### src/rtl/t_pulse_pkg.sv
// Shared constants for the toggle-request generator that drives t_ff.t.
package t_pulse_pkg;
  localparam int DEF_DEB_CYCLES = 4;
  localparam int DEF_PERIOD_W   = 8;
  localparam int TCNT_W         = 8;
endpackage

### src/rtl/btn_debounce.sv
// Two-flop synchronizer followed by a consecutive-cycle debounce filter.
module btn_debounce
  import t_pulse_pkg::*;
#(
  parameter int DEB_CYCLES = DEF_DEB_CYCLES
) (
  input  logic clk,
  input  logic rst,
  input  logic btn_in,
  output logic btn_db
);

  localparam int CNT_W = (DEB_CYCLES > 1) ? $clog2(DEB_CYCLES) : 1;
  localparam logic [CNT_W-1:0] CNT_MAX = CNT_W'(DEB_CYCLES - 1);

  logic             btn_s1;
  logic             btn_s2;
  logic [CNT_W-1:0] deb_cnt;

  always_ff @(posedge clk or posedge rst) begin
    if (rst) begin
      btn_s1  <= 1'b0;
      btn_s2  <= 1'b0;
      btn_db  <= 1'b0;
      deb_cnt <= '0;
    end else begin
      btn_s1 <= btn_in;
      btn_s2 <= btn_s1;
      if (btn_s2 == btn_db) begin
        deb_cnt <= '0;
      end else if (deb_cnt == CNT_MAX) begin
        // The DEB_CYCLES-th consecutive differing cycle commits the new level.
        btn_db  <= btn_s2;
        deb_cnt <= '0;
      end else begin
        deb_cnt <= deb_cnt + CNT_W'(1);
      end
    end
  end

endmodule

### src/rtl/t_pulse_gen.sv
// Debounced push-button toggles plus optional periodic auto toggles,
// merged into a single registered t_out pulse with a wrapping event count.
module t_pulse_gen
  import t_pulse_pkg::*;
#(
  parameter int DEB_CYCLES = DEF_DEB_CYCLES,
  parameter int PERIOD_W   = DEF_PERIOD_W
) (
  input  logic                clk,
  input  logic                rst,
  input  logic                btn_in,
  input  logic                auto_en,
  input  logic [PERIOD_W-1:0] period,
  output logic                t_out,
  output logic [TCNT_W-1:0]   toggle_cnt
);

  logic                btn_db;
  logic                btn_db_d;
  logic [PERIOD_W-1:0] auto_cnt;
  logic                man_ev;
  logic                auto_on;
  logic                auto_ev;
  logic                any_ev;

  btn_debounce #(
    .DEB_CYCLES(DEB_CYCLES)
  ) u_debounce (
    .clk   (clk),
    .rst   (rst),
    .btn_in(btn_in),
    .btn_db(btn_db)
  );

  // Only a press (rising debounced edge) requests a toggle.
  assign man_ev  = btn_db & ~btn_db_d;
  assign auto_on = auto_en && (period != '0);
  // >= rather than == so a period shrink below the running count fires at once.
  assign auto_ev = auto_on && (auto_cnt >= (period - PERIOD_W'(1)));
  assign any_ev  = man_ev | auto_ev;

  always_ff @(posedge clk or posedge rst) begin
    if (rst) begin
      btn_db_d   <= 1'b0;
      auto_cnt   <= '0;
      t_out      <= 1'b0;
      toggle_cnt <= '0;
    end else begin
      btn_db_d <= btn_db;
      t_out    <= any_ev;
      if (any_ev) begin
        toggle_cnt <= toggle_cnt + TCNT_W'(1);
      end
      if (!auto_on || auto_ev) begin
        auto_cnt <= '0;
      end else begin
        auto_cnt <= auto_cnt + PERIOD_W'(1);
      end
    end
  end

endmodule

### config.mk
export PLATFORM = sky130hd
export DESIGN_NAME = t_pulse_gen
export DESIGN_NICKNAME = d
export VERILOG_FILES = /design/src/rtl/t_pulse_pkg.sv /design/src/rtl/btn_debounce.sv /design/src/rtl/t_pulse_gen.sv
export SDC_FILE = /design/constraint.sdc
export NUM_CORES = 1
export LEC_CHECK = 0
export ABC_AREA = 1
export CAP_MARGIN = 40
export CORE_ASPECT_RATIO = 0.5
export CORE_UTILIZATION = 53
export CTS_CLUSTER_DIAMETER = 60
export DETAILED_ROUTE_END_ITERATION = 6
export PLACE_DENSITY = 0.78
export SETUP_SLACK_MARGIN = 0.5
export SLEW_MARGIN = 10
export SYNTH_ARGS = -nofsm -noshare
export SYNTH_HDL_FRONTEND = slang
export SYNTH_SLANG_ARGS = --single-unit
### constraint.sdc
create_clock -name clk -period 1.75 [get_ports clk]
set_input_delay 0.35 -clock clk [delete_from_list [all_inputs] [get_ports clk]]
set_output_delay 0.35 -clock clk [all_outputs]
set_load 0.005 [all_outputs]
Word-level counts from Yosys, hierarchy flattened
Index checks and enable logic that the tools add are counted.
{ "totals": {"reg_bits": 23, "inputBits": 12, "out_inout_bits": 9, "word_cells": 28} }
{ "op_classes": {"addsub": 4, "magnitude_cmp": 1, "eq_ne": 2, "mux": 3, "bitwise": 4, "reduce_logical": 6} }
{ "op_table": {"columns": ["cell", "count"], "rows": [
  ["adder 8 x 1 -> 8 bit, second input constant", 2],
  ["greater-or-equal comparator 8 bit", 1],
  ["two-way mux 8 bit", 1],
  ["nonzero test 8 bit", 1],
  ["subtractor 8 x 1 -> 8 bit, second input constant", 1],
  ["two-way mux 2 bit", 2],
  ["adder 2 x 1 -> 2 bit, second input constant", 1],
  ["== test 2 bit, second input constant", 1],
  ["logical AND 1 bit", 2],
  ["inverter 1 bit", 2],
  ["AND reduction 2 bit", 1],
  ["bitwise AND 1 bit", 1],
  ["== test 1 bit", 1],
  ["logical NOT 1 bit", 1],
  ["logical OR 1 bit", 1],
  ["bitwise OR 1 bit", 1]
]} }

Longest topological paths before layout
Gate-level depths: netlist (run 1).
{ "depth": {"word_depth": 5, "mapped_depth": 15, "mapped_depth_nobuf": 15} }

By module
A second synthesis (run 1) with hierarchy kept.
{ "hier_totals": {"cells_unflattened": 165, "hier_area_um2": 1416.4} }
{ "by_module_without_submodules": {"columns": ["module", "n_inst", "cells_each", "area_each_um2", "seq_area_each_um2"], "rows": [
  ["t_pulse_gen", 1, 147, 1229.9, 450.4],
  ["btn_debounce", 1, 18, 186.4, 125.1]
]} }

Least setup slack after synthesis (run 1)
No wires, ideal clock.
{ "synth_path": {"kind": "input to register", "startpoint": "input period[0]", "endpoint": "register toggle_cnt[5]", "arrival_time_ps": 1875, "t_required_ps": 1633, "slack_ps": -242, "path_stages": 12, "path_cell_list": "inv_1 nand4_1 nor3_1 xnor2_1 ha_1 a21o_1 nor2_2 nand3_2 nand2_4 nand2_8 nand2_1 nand2_1"} }
{ "synth_between": {"elab_chain_len": 4, "elab_cells_between_ends": 6, "cone_classes": "add/sub: 1; order compare: 1; bitwise: 1; reduce/logical: 3"} }
{ "synth_lines": {"columns": ["element", "line_no", "rtl"], "rows": [
  ["start, declared", "t_pulse_gen.sv:13", "input logic [PERIOD_W-1:0] period,"],
  ["subtractor 8 x 1 -> 8 bit / nonzero test 8 bit (equally long branches)", "t_pulse_gen.sv:39, t_pulse_gen.sv:37", null],
  ["greater-or-equal comparator 8 bit / logical AND 1 bit (equally long branches)", "t_pulse_gen.sv:39, t_pulse_gen.sv:37", null],
  ["logical AND 1 bit *", "t_pulse_gen.sv:39", "assign auto_ev = auto_on && (auto_cnt >= (period - PERIOD_W'(1)));"],
  ["bitwise OR 1 bit *", "t_pulse_gen.sv:40", "assign any_ev = man_ev | auto_ev;"],
  ["net any_ev", "t_pulse_gen.sv:24", "logic any_ev;"],
  ["end signal, assigned", "t_pulse_gen.sv:52", "toggle_cnt <= toggle_cnt + TCNT_W'(1);"],
  ["end, declared", "t_pulse_gen.sv:15", "output logic [TCNT_W-1:0] toggle_cnt"]
]} }
The timed path passes the listed nets; every way through them passes the cells marked *.
A chain may end at the register's enable or synchronous reset.

Worst setup path after layout (run 1)
{ "layout_path": {"startpoint": "input period[2]", "endpoint": "register toggle_cnt[3]"} }
Same word-level chain as after synthesis.

==> results of run 1 <==
## per-layer routing
metal | share of wire (%) | up-vias | global-route usage (%)
met2 | 52 | 54 | 59.2
met1 | 40 | 639 | 29.2
li1 | - | 609 | -
met4 | 1.9 | 0 | 7.55
met3 | 5.6 | 10 | 6.84
met5 | 0 | - | 0
## synthesized netlist by cell type
cell type | n | area (um^2)
or2_2 | 1 | 6.26
inv_1 | 22 | 82.6
nand4_1 | 2 | 12.5
xor2_1 | 12 | 105
a21o_1 | 1 | 7.51
nand2_1 | 32 | 120
nor3_1 | 2 | 10.0
nor3_2 | 1 | 10.0
a31oi_4 | 1 | 21.3
nor2_1 | 14 | 52.6
a21oi_1 | 2 | 10.0
ha_1 | 13 | 163
buf_2 | 1 | 5.00
nor2_2 | 3 | 18.8
dfrtp_1 | 23 | 576
nand3_1 | 14 | 70.1
xnor2_1 | 7 | 61.3
o21ai_0 | 1 | 5.00
nand4_2 | 2 | 25.0
inv_2 | 2 | 7.51
nand2_2 | 1 | 6.26
nand2_8 | 1 | 20.0
nand3_2 | 1 | 10.0
nand2_4 | 1 | 11.3
## cell families after synthesis
group	after synthesis	share of synthesized area, %
flip-flops	23	40.6
AO/OA/AOI/OAI	5	3.09
AND/OR/NAND/NOR	75	26.3
buffers and inverters	25	6.71
adder cells (fa/ha/maj)	13	11.5
XOR/XNOR	19	11.7
## flip-flops by register name, summed over array words and instances, names as in the netlist
name,cells
u_debounce.btn_db,1
btn_db_d,1
u_debounce.btn_s2,1
u_debounce.btn_s1,1
auto_cnt,8
u_debounce.deb_cnt,2
toggle_cnt,8
t_out,1
## how the worst max path moves through the flow
stage	slack (ns)	end	depth (start not counted)	startpoint
floorplan	-0.16	toggle_cnt[5]$_DFFE_PP0P_	12	period[1]
global placement	-0.79	toggle_cnt[0]$_DFFE_PP0P_	14	period[1]
detailed placement	-0.85	toggle_cnt[7]$_DFFE_PP0P_	15	period[1]
CTS	-0.19	toggle_cnt[0]$_DFFE_PP0P_	14	period[2]
global route	-0.33	toggle_cnt[3]$_DFFE_PP0P_	17	period[0]
finish	-0.26	toggle_cnt[3]$_DFFE_PP0P_	17	period[2]
## stage by stage
stage / area (um^2) / util, %
floorplan: 1430 / -
global placement: 1770 / 74.5
detailed placement: 1770 / 74.5
CTS: 2010 / 84.8
global route: 2070 / 87.2
finish: 2070 / 87.2
## power groups by stage
stage / Clock, uW / Combinational [uW] / Sequential (uW)
2_1_floorplan: 0 / 313 / 710
6_report: 340 / 734 / 707
4_1_cts: 340 / 655 / 694
3_3_place_gp: 0 / 508 / 721
3_5_place_dp: 0 / 524 / 725
5_1_grt: 361 / 793 / 714
## cell type report
cell class | instances | area, um^2
Clock inverter | 1 | 5.00
Tap cell | 35 | 43.8
Clock buffer | 3 | 41.3
Fill cell | 126 | 304
Sequential cell | 23 | 576
Timing Repair Buffer | 46 | 369
Multi-Input combinational cell | 114 | 941
Inverter | 24 | 92.6
## timing repair
item | 4_1_cts | 5_1_grt
setup buffers | 10 | 3
pin swaps | 24 | 7
gates cloned | 2 | 0
endpoints found under the setup margin | 26 | 21
gates resized for setup | 73 | 18
hold buffers | 0 | 0
==> flow_summary_export.csv, run 1 <==
group,metric,value,unit
status,status,"finished, violations left",
status,violations,"negative setup slack",
clocking,clk_path_buf_depth,2,
timing,setup_viol,17,
timing,tightest_slew,0.381,ns
setup_path,arrival,2.22,ns
setup_path,end_kind,"flop",
detailed_routing,vias_per_cell,5.33,
timing,fin_crit,2.01,ns
setup_path,regToRegStartpoint,"auto_cnt[2]$_DFF_PP0_",
grt,first_global_vias,1352,
setup_path,slowest_stage,"ha_4",
power,combPwrFrac,41.2,%
die,core,0.00237,mm^2
grt,grt_antenna_before_repair,0,
setup_path,critPathKind,"in -> reg",
timing,rsz0062_at_grt,"yes",
timing,period_share,115,%
power,switchingPower,665,uW
flow_run,cap_violations,0,
setup_path,cp_num_buf_inv,4,
die,die_w,75.1,um
power,p_int,1120,uW
finish,drive_gt1_share,41.2,%
timing,fin_ws,-0.264,ns
synthesis,avgSynthCellArea,8.85,um^2
grt,grt_max_degree,24,
setup_path,cp_max_fo,6,
synthesis,syn_inst,160,
detailed_routing,drtPass1Iterations,4,
place,port_buffers,20,
detailed_routing,drc,0,
clocking,numCtsBuffers,3,
setup_path,critPathTopFamily,"simple AND/OR/NAND/NOR gates",
setup_path,required,1.96,ns
timing,fin_skew,0.0105,ns
power,clkPwrFrac,19.1,%
power,ir_drop,0.980,mV
detailed_routing,ant_nets,0,
setup_path,r2r_setup_slack,-0.10,ns
finish,antenna_cells,0,
timing,hold_violations,0,
setup_path,crit_path_start_kind,"input pin",
die,rows,12,
detailed_routing,routed_wl,3.95,mm
timing,slew_headroom,74.6,%
worst_hold_path,whs_path_depth,0,
timing,fin_hold_ws,0.360,ns
clocking,htree_levels,1,
power,power,1780,uW
timing,tns,-3.55,ns
worst_hold_path,hp-start,"u_debounce.btn_s1$_DFF_PP0_",
finish,syn_to_final_growth,46.0,%
place,place_ws,-0.851,ns
grt,grt-ovfl-total,0,
die,start_util,59.7,%
die,die_area,0.00290,mm^2
place,detailed_place_hpwl,2.10,mm
detailed_routing,vias,1312,
power,seqPwrFrac,39.7,%
setup_path,cp_common_cell,"nand2_1",
clocking,clkTransAtPathRegs,0.08,ns
synthesis,ys.warnings.count,0,
clocking,clock_latency,0.28,ns
power,p_sw_share,37.3,%
synthesis,ys_seq_area_share,40.6,%
detailed_routing,wl_per_cell,16.1,um
worst_hold_path,hold_end,"u_debounce.btn_s2$_DFF_PP0_",
die,die_y,38.6,um
setup_path,worstRegToRegCells,11,
finish,final_cells,246,
grt,grt_pass1_wl,5.76,mm
synthesis,ys_ff_latch,23,
setup_path,cpPeakStageDelay,0.27,ns
detailed_routing,drtIter0Drc,32,
synthesis,syn_area,0.00142,mm^2
clocking,cts.sinks,23,
timing,fmax,0.496,GHz
clocking,cts-root-buf,"clkbuf_8",
die,top_level_ports,21,
timing,slew_viol_final,0,
place,finalWeightedCongestion,0.794,
finish,final_common_cell,"buf_4",
grt,track_usage,28.6,%
clocking,cts_tree,"done",
power,p_per_area,861,mW/mm^2
finish,nNetsFinal,237,
setup_path,path_cells,"buf_8 -> nor2_4 -> buf_4 -> nand2_1 -> xor2_1 -> inv_1 -> ha_4 -> nand2_1 -> inv_1 -> nand2_1 -> nand2_1 -> nand2_2 -> nand3_4 -> nand2_8 -> nand2_8 -> nand2_2 -> nand2_2",
synthesis,syn_nets,185,
setup_path,reg2reg_to,"toggle_cnt[3]$_DFFE_PP0P_",
synthesis,ys_types,24,
finish,layout_common_cells,"buf_4, dfrtp_1, inv_1",
worst_hold_path,hp-class,"reg -> reg",
place,dp_cells,227,
power,leakagePower,0.00103,uW
(Power assumes the default switching activity.)
==> run 2: changes to the inputs <==
MAX_ROUTING_LAYER = met4   (was not set)
TNS_END_PERCENT = 20   (was not set)
==> flow_summary_export.csv, run 2 (synthesis gave the netlist of run 1 again) <==
group,metric,value,unit
clocking,clock_latency,0.26,ns
flow_run,cap_violations,0,
finish,final_common_cell,"dfrtp_1",
clocking,cts-root-buf,"clkbuf_8",
grt,grt_use_met2,43.9,%
setup_path,arrival,2.08,ns
finish,antenna_cells,0,
place,finalWeightedCongestion,0.810,
grt,grt_antenna_before_repair,0,
grt,first_global_vias,1108,
grt,grt-busiest-layer,"met2",
timing,setup_viol,17,
finish,final.fill_count,159,
detailed_routing,drtIter0Drc,35,
power,power,1580,uW
power,p_per_area,836,mW/mm^2
detailed_routing,vias,1166,
grt,grt-ovfl-total,0,
timing,period_share,110,%
worst_hold_path,whs_path_depth,0,
timing,slew_viol_final,0,
die,core,0.00237,mm^2
die,die_y,38.6,um
clocking,numCtsBuffers,3,
grt,track_usage,25.7,%
timing,fin_ws,-0.178,ns
setup_path,crit_path_start_kind,"input pin",
timing,fin_crit,1.93,ns
timing,slew_headroom,77.0,%
place,detailed_place_hpwl,2.05,mm
setup_path,cp_max_fo,6,
die,rows,12,
finish,reg.largest.list,"auto_cnt (8), toggle_cnt (8), u_debounce.deb_cnt (2)",
grt,grt_pass1_wl,5.10,mm
grt,use_met3,6.05,%
timing,hold_violations,0,
power,leakagePower,0.000946,uW
setup_path,regToRegStartpoint,"auto_cnt[5]$_DFF_PP0_",
die,die_w,75.1,um
detailed_routing,ant_nets,0,
status,status,"finished, violations left",
status,violations,"negative setup slack",
setup_path,required,1.91,ns
detailed_routing,drtPass1Iterations,4,
power,ir_drop,0.889,mV
grt,grt_max_degree,24,
setup_path,end_kind,"flop",
setup_path,worstRegToRegCells,9,
worst_hold_path,hold_end,"u_debounce.btn_s2$_DFF_PP0_",
detailed_routing,vias_per_cell,4.98,
worst_hold_path,hp-class,"reg -> reg",
setup_path,r2r_setup_slack,0.10,ns
clocking,cts_tree,"done",
clocking,htree_levels,1,
finish,syn_to_final_growth,33.6,%
detailed_routing,drc,0,
die,die_area,0.00290,mm^2
place,port_buffers,20,
worst_hold_path,hp-start,"u_debounce.btn_s1$_DFF_PP0_",
die,start_util,59.7,%
clocking,cts.hold.buffers_added,0,
clocking,clk_path_buf_depth,2,
detailed_routing,routed_wl,3.09,mm
setup_path,critPathKind,"in -> reg",
die,top_level_ports,21,
finish,drive_gt1_share,34.2,%
timing,fin_skew,0.00682,ns
grt,met1_usage,32.3,%
timing,fmax,0.519,GHz
finish,layout_common_cells,"dfrtp_1, nand2_1, inv_1",
detailed_routing,wl_per_cell,13.2,um
finish,nNetsFinal,225,
setup_path,reg2reg_to,"toggle_cnt[3]$_DFFE_PP0P_",
clocking,cts.sinks,23,
clocking,clkTransAtPathRegs,0.07,ns
place,place_ws,-0.907,ns
timing,tightest_slew,0.345,ns
timing,rsz0062_at_grt,"yes",
==> run 2: changes by cell type in the layout (fill, tap and decap cells not counted), sizes merged <==
cell and change:
buf -8, clkdlybuf4s15 -3, clkbuf -1
==> run 2: worst max-delay path by stage <==
stage,start,end,slack (ns),cells past startpoint
2_1_floorplan,period[1],toggle_cnt[5]$_DFFE_PP0P_,-0.16,12
3_3_place_gp,period[1],toggle_cnt[4]$_DFFE_PP0P_,-0.81,15
3_5_place_dp,period[1],toggle_cnt[7]$_DFFE_PP0P_,-0.91,15
4_1_cts,period[2],toggle_cnt[1]$_DFFE_PP0P_,-0.15,14
5_1_grt,period[2],toggle_cnt[5]$_DFFE_PP0P_,-0.24,13
6_report,period[2],toggle_cnt[3]$_DFFE_PP0P_,-0.18,13
==> run 2: layer usage <==
layer,up-vias,share of wire [%]
met3,0,3.8
met4,0,0
met1,554,49
met2,27,47
li1,585,-
met5,-,0
==> run 2: through the flow <==
| step | util [%] | area (um^2) | TNS [ns] | instances | hold slack, ns |
|---|---|---|---|---|---|
| 5_1_grt | 79.7 | 1890 | -3.29 | 234 | 0.364 |
| 3_3_place_gp | 73.6 | 1750 | -12.77 | 224 | 0.333 |
| 6_report | 79.7 | 1890 | -2.42 | 234 | 0.351 |
| 4_1_cts | 79.7 | 1890 | -1.72 | 234 | 0.354 |
| 2_1_floorplan | - | 1430 | -1.42 | 160 | 0.331 |
| 3_5_place_dp | 73.6 | 1750 | -14.43 | 224 | 0.336 |
==> run 2: power breakdown <==
part / internal [uW] / total (uW) / leakage [uW] / switching (uW)
clock: 159 / 323 / 0.0000255 / 164
sequential: 631 / 712 / 0.000304 / 81.3
combinational: 242 / 546 / 0.000617 / 304
==> run 2: cell type report <==
cell class / instances / area (um^2) / area share, %
Multi-Input combinational cell: 114 / 883 / 46.7
Sequential cell: 23 / 576 / 30.4
Timing Repair Buffer: 34 / 250 / 13.2
Inverter: 24 / 92.6 / 4.89
Tap cell: 35 / 43.8 / 2.31
Clock buffer: 3 / 41.3 / 2.18
Clock inverter: 1 / 5.00 / 0.265
==> run 2: critical path, cell delays in order <==
cell	delay, ns
buf_8	0.10
nor2_4	0.10
nand4_1	0.14
buf_4	0.17
xor2_1	0.14
ha_1	0.34
nand2_2	0.09
nor2_4	0.13
nand4_4	0.13
nand3_4	0.14
nand2_8	0.09
nand3_1	0.11
nand2_2	0.06
==> run 2: timing repair <==
action                                  in CTS  in global routing
pin swaps                                   26                  7
hold endpoints to repair                     0                  0
setup buffers                                4                  0
endpoints found under the setup margin      26                 19
cloned                                       2                  0
gates resized for setup                     78                  6
==> run 3: changes to the inputs <==
GPL_ROUTABILITY_DRIVEN = 0   (was not set)
SLEW_MARGIN = 20   (was 10)
SYNTH_HIERARCHICAL = 1   (was not set)
==> flow_summary_export.csv, run 3 <==
group,metric,value,unit
flow_run,cap_violations,0,
place,place_area,0.00177,mm^2
status,status,"finished, violations left",
die,top_level_ports,21,
finish,drive_gt1_share,39.3,%
timing,slew_viol_final,0,
clocking,cts.sinks,23,
detailed_routing,drtIter0Drc,27,
timing,slew_headroom,70.4,%
synthesis,synthTopCellsByArea,"dfrtp_1, ha_1, nand2_1",
timing,period_share,122,%
setup_path,crit_path_start_kind,"input pin",
setup_path,slowest_stage,"ha_1",
clocking,htree_levels,1,
synthesis,synthArstFlopShare,100,%
synthesis,synth_edf_count,0,
place,dp_cells,233,
synthesis,syn_inst,165,
detailed_routing,ant_nets,0,
timing,tightest_slew,0.443,ns
synthesis,syn_area,0.00142,mm^2
finish,final_common_cell,"dfrtp_1",
setup_path,critPathTopFamily,"simple AND/OR/NAND/NOR gates",
synthesis,syn_nets,190,
timing,fin_hold_ws,0.307,ns
finish,syn_to_final_growth,42.9,%
clocking,numCtsBuffers,3,
detailed_routing,routed_wl,3.91,mm
setup_path,cp_num_buf_inv,1,
detailed_routing,drtPass1Iterations,4,
clocking,clk_path_buf_depth,2,
grt,grt_max_degree,19,
grt,grt-ovfl-total,0,
synthesis,synthFlopType,"dfrtp_1",
synthesis,yosys.area.top_type,"dfrtp_1",
synthesis,ys_ff_latch,23,
place,port_buffers,20,
place,detailed_place_hpwl,2.07,mm
grt,grt_antenna_before_repair,0,
timing,fmax,0.467,GHz
die,core,0.00237,mm^2
finish,nNetsFinal,240,
grt,track_usage,28.1,%
timing,tns,-5.25,ns
synthesis,ys_top_cells_by_count,"nand2_1, dfrtp_1, inv_1",
timing,hold_violations,0,
die,die_area,0.00290,mm^2
setup_path,required,1.91,ns
detailed_routing,vias_per_cell,5.27,
setup_path,end_kind,"flop",
setup_path,path_cells,"buf_8 -> nor2_4 -> nand4_1 -> nor3_2 -> xnor2_1 -> ha_1 -> a21o_1 -> nor2_4 -> nand3_4 -> nand2_4 -> nand2_4 -> nand2_2 -> nand2_2",
setup_path,critPathKind,"in -> reg",
synthesis,ys.warnings.count,6,
power,ir_drop,0.797,mV
synthesis,avgSynthCellArea,8.58,um^2
die,die_w,75.1,um
clocking,cts.hold.buffers_added,0,
synthesis,yosys.area.top_type_share,40.6,%
timing,setup_viol,17,
die,die_y,38.6,um
synthesis,synth.most_common_cell,"nand2_1",
die,rows,12,
grt,first_global_vias,1294,
finish,final_cells,249,
finish,layout_common_cells,"dfrtp_1, nand2_1, buf_4",
timing,rsz0062_at_grt,"yes",
status,violations,"negative setup slack",
finish,fin_area,0.00202,mm^2
synthesis,ys_types,21,
die,start_util,59.7,%
power,p_per_area,838,mW/mm^2
worst_hold_path,hp-class,"in -> async",
detailed_routing,vias,1312,
timing,fin_skew,0.00227,ns
finish,reg.largest.list,"auto_cnt (8), toggle_cnt (8), u_debounce/deb_cnt (2)",
power,leakagePower,0.00105,uW
clocking,cts-root-buf,"clkbuf_8",
detailed_routing,drc,0,
setup_path,cp_max_fo,5,
setup_path,arrival,2.30,ns
setup_path,cpPeakStageDelay,0.30,ns
clocking,clock_latency,0.26,ns
finish,antenna_cells,0,
place,place_ws,-0.849,ns
timing,fin_crit,2.14,ns
synthesis,ys_seq_area_share,40.6,%
grt,grt_pass1_wl,5.51,mm
clocking,cts_tree,"done",
detailed_routing,wl_per_cell,15.7,um
timing,fin_ws,-0.392,ns
clocking,clkTransAtPathRegs,0.08,ns
[run 3: logic make-up after synthesis]
logic type	count (synthesis)	share of synthesized area, %
adder cells (fa/ha/maj)	13	11.5
flip-flops	23	40.6
buffers and inverters	27	7.15
XOR/XNOR	18	11.1
AO/OA/AOI/OAI	5	3.09
AND/OR/NAND/NOR	79	26.5
[run 3: what timing repair did]
item	4_1_cts	5_1_grt
setup buffers	8	2
setup endpoints to repair	26	19
cloned	2	0
resized for setup	66	30
pin swaps	19	20
endpoints found under the hold margin	0	0
[run 3: per-stage QoR]
| step | util [%] | total power (uW) |
|---|---|---|
| 2_1_floorplan | - | 1030 |
| 3_3_place_gp | 74.6 | 1260 |
| 3_5_place_dp | 74.6 | 1290 |
| 4_1_cts | 81.1 | 1650 |
| 5_1_grt | 85.3 | 1820 |
| 6_report | 85.3 | 1700 |
[run 3: per-layer routing]
metal	GRT usage, %	up-vias	part of all wire [%]
li1	-	617	-
met3	7.37	17	6.1
met1	30.2	635	42
met4	12.3	0	2.5
met2	50.7	43	49
met5	-	-	0
[run 3: power by group]
group | switching, uW | internal (uW) | leakage (uW)
sequential | 94.9 | 638 | 0.000303
clock | 168 | 159 | 0.0000255
combinational | 356 | 282 | 0.000722
[run 3: worst paths after layout]
kind                                                   from                               to  slack [ns]  cells past startpoint
worst max-delay path                              period[2]        toggle_cnt[1]$_DFFE_PP0P_       -0.39                     13
worst min-delay path                                    rst  u_debounce/deb_cnt[1]$_DFF_PP0_        0.31                      2
worst max register to register        auto_cnt[7]$_DFF_PP0_        toggle_cnt[1]$_DFFE_PP0P_        0.01                      8
worst min register to register  u_debounce/btn_s1$_DFF_PP0_      u_debounce/btn_s2$_DFF_PP0_        0.35                      0
max in group asynchronous                               rst        toggle_cnt[5]$_DFFE_PP0P_        1.14                      3
min in group clk                u_debounce/btn_s1$_DFF_PP0_      u_debounce/btn_s2$_DFF_PP0_        0.35                      0
[run 3: cell type report]
| type | count | area, um^2 |
|---|---|---|
| timing repair buffer | 43 | 332 |
| sequential | 23 | 576 |
| fill | 130 | 348 |
| multi-input combinational | 117 | 921 |
| clock buffer | 3 | 41.3 |
| clock inverter | 1 | 5.00 |
| tap | 35 | 43.8 |
| inverter | 27 | 106 |
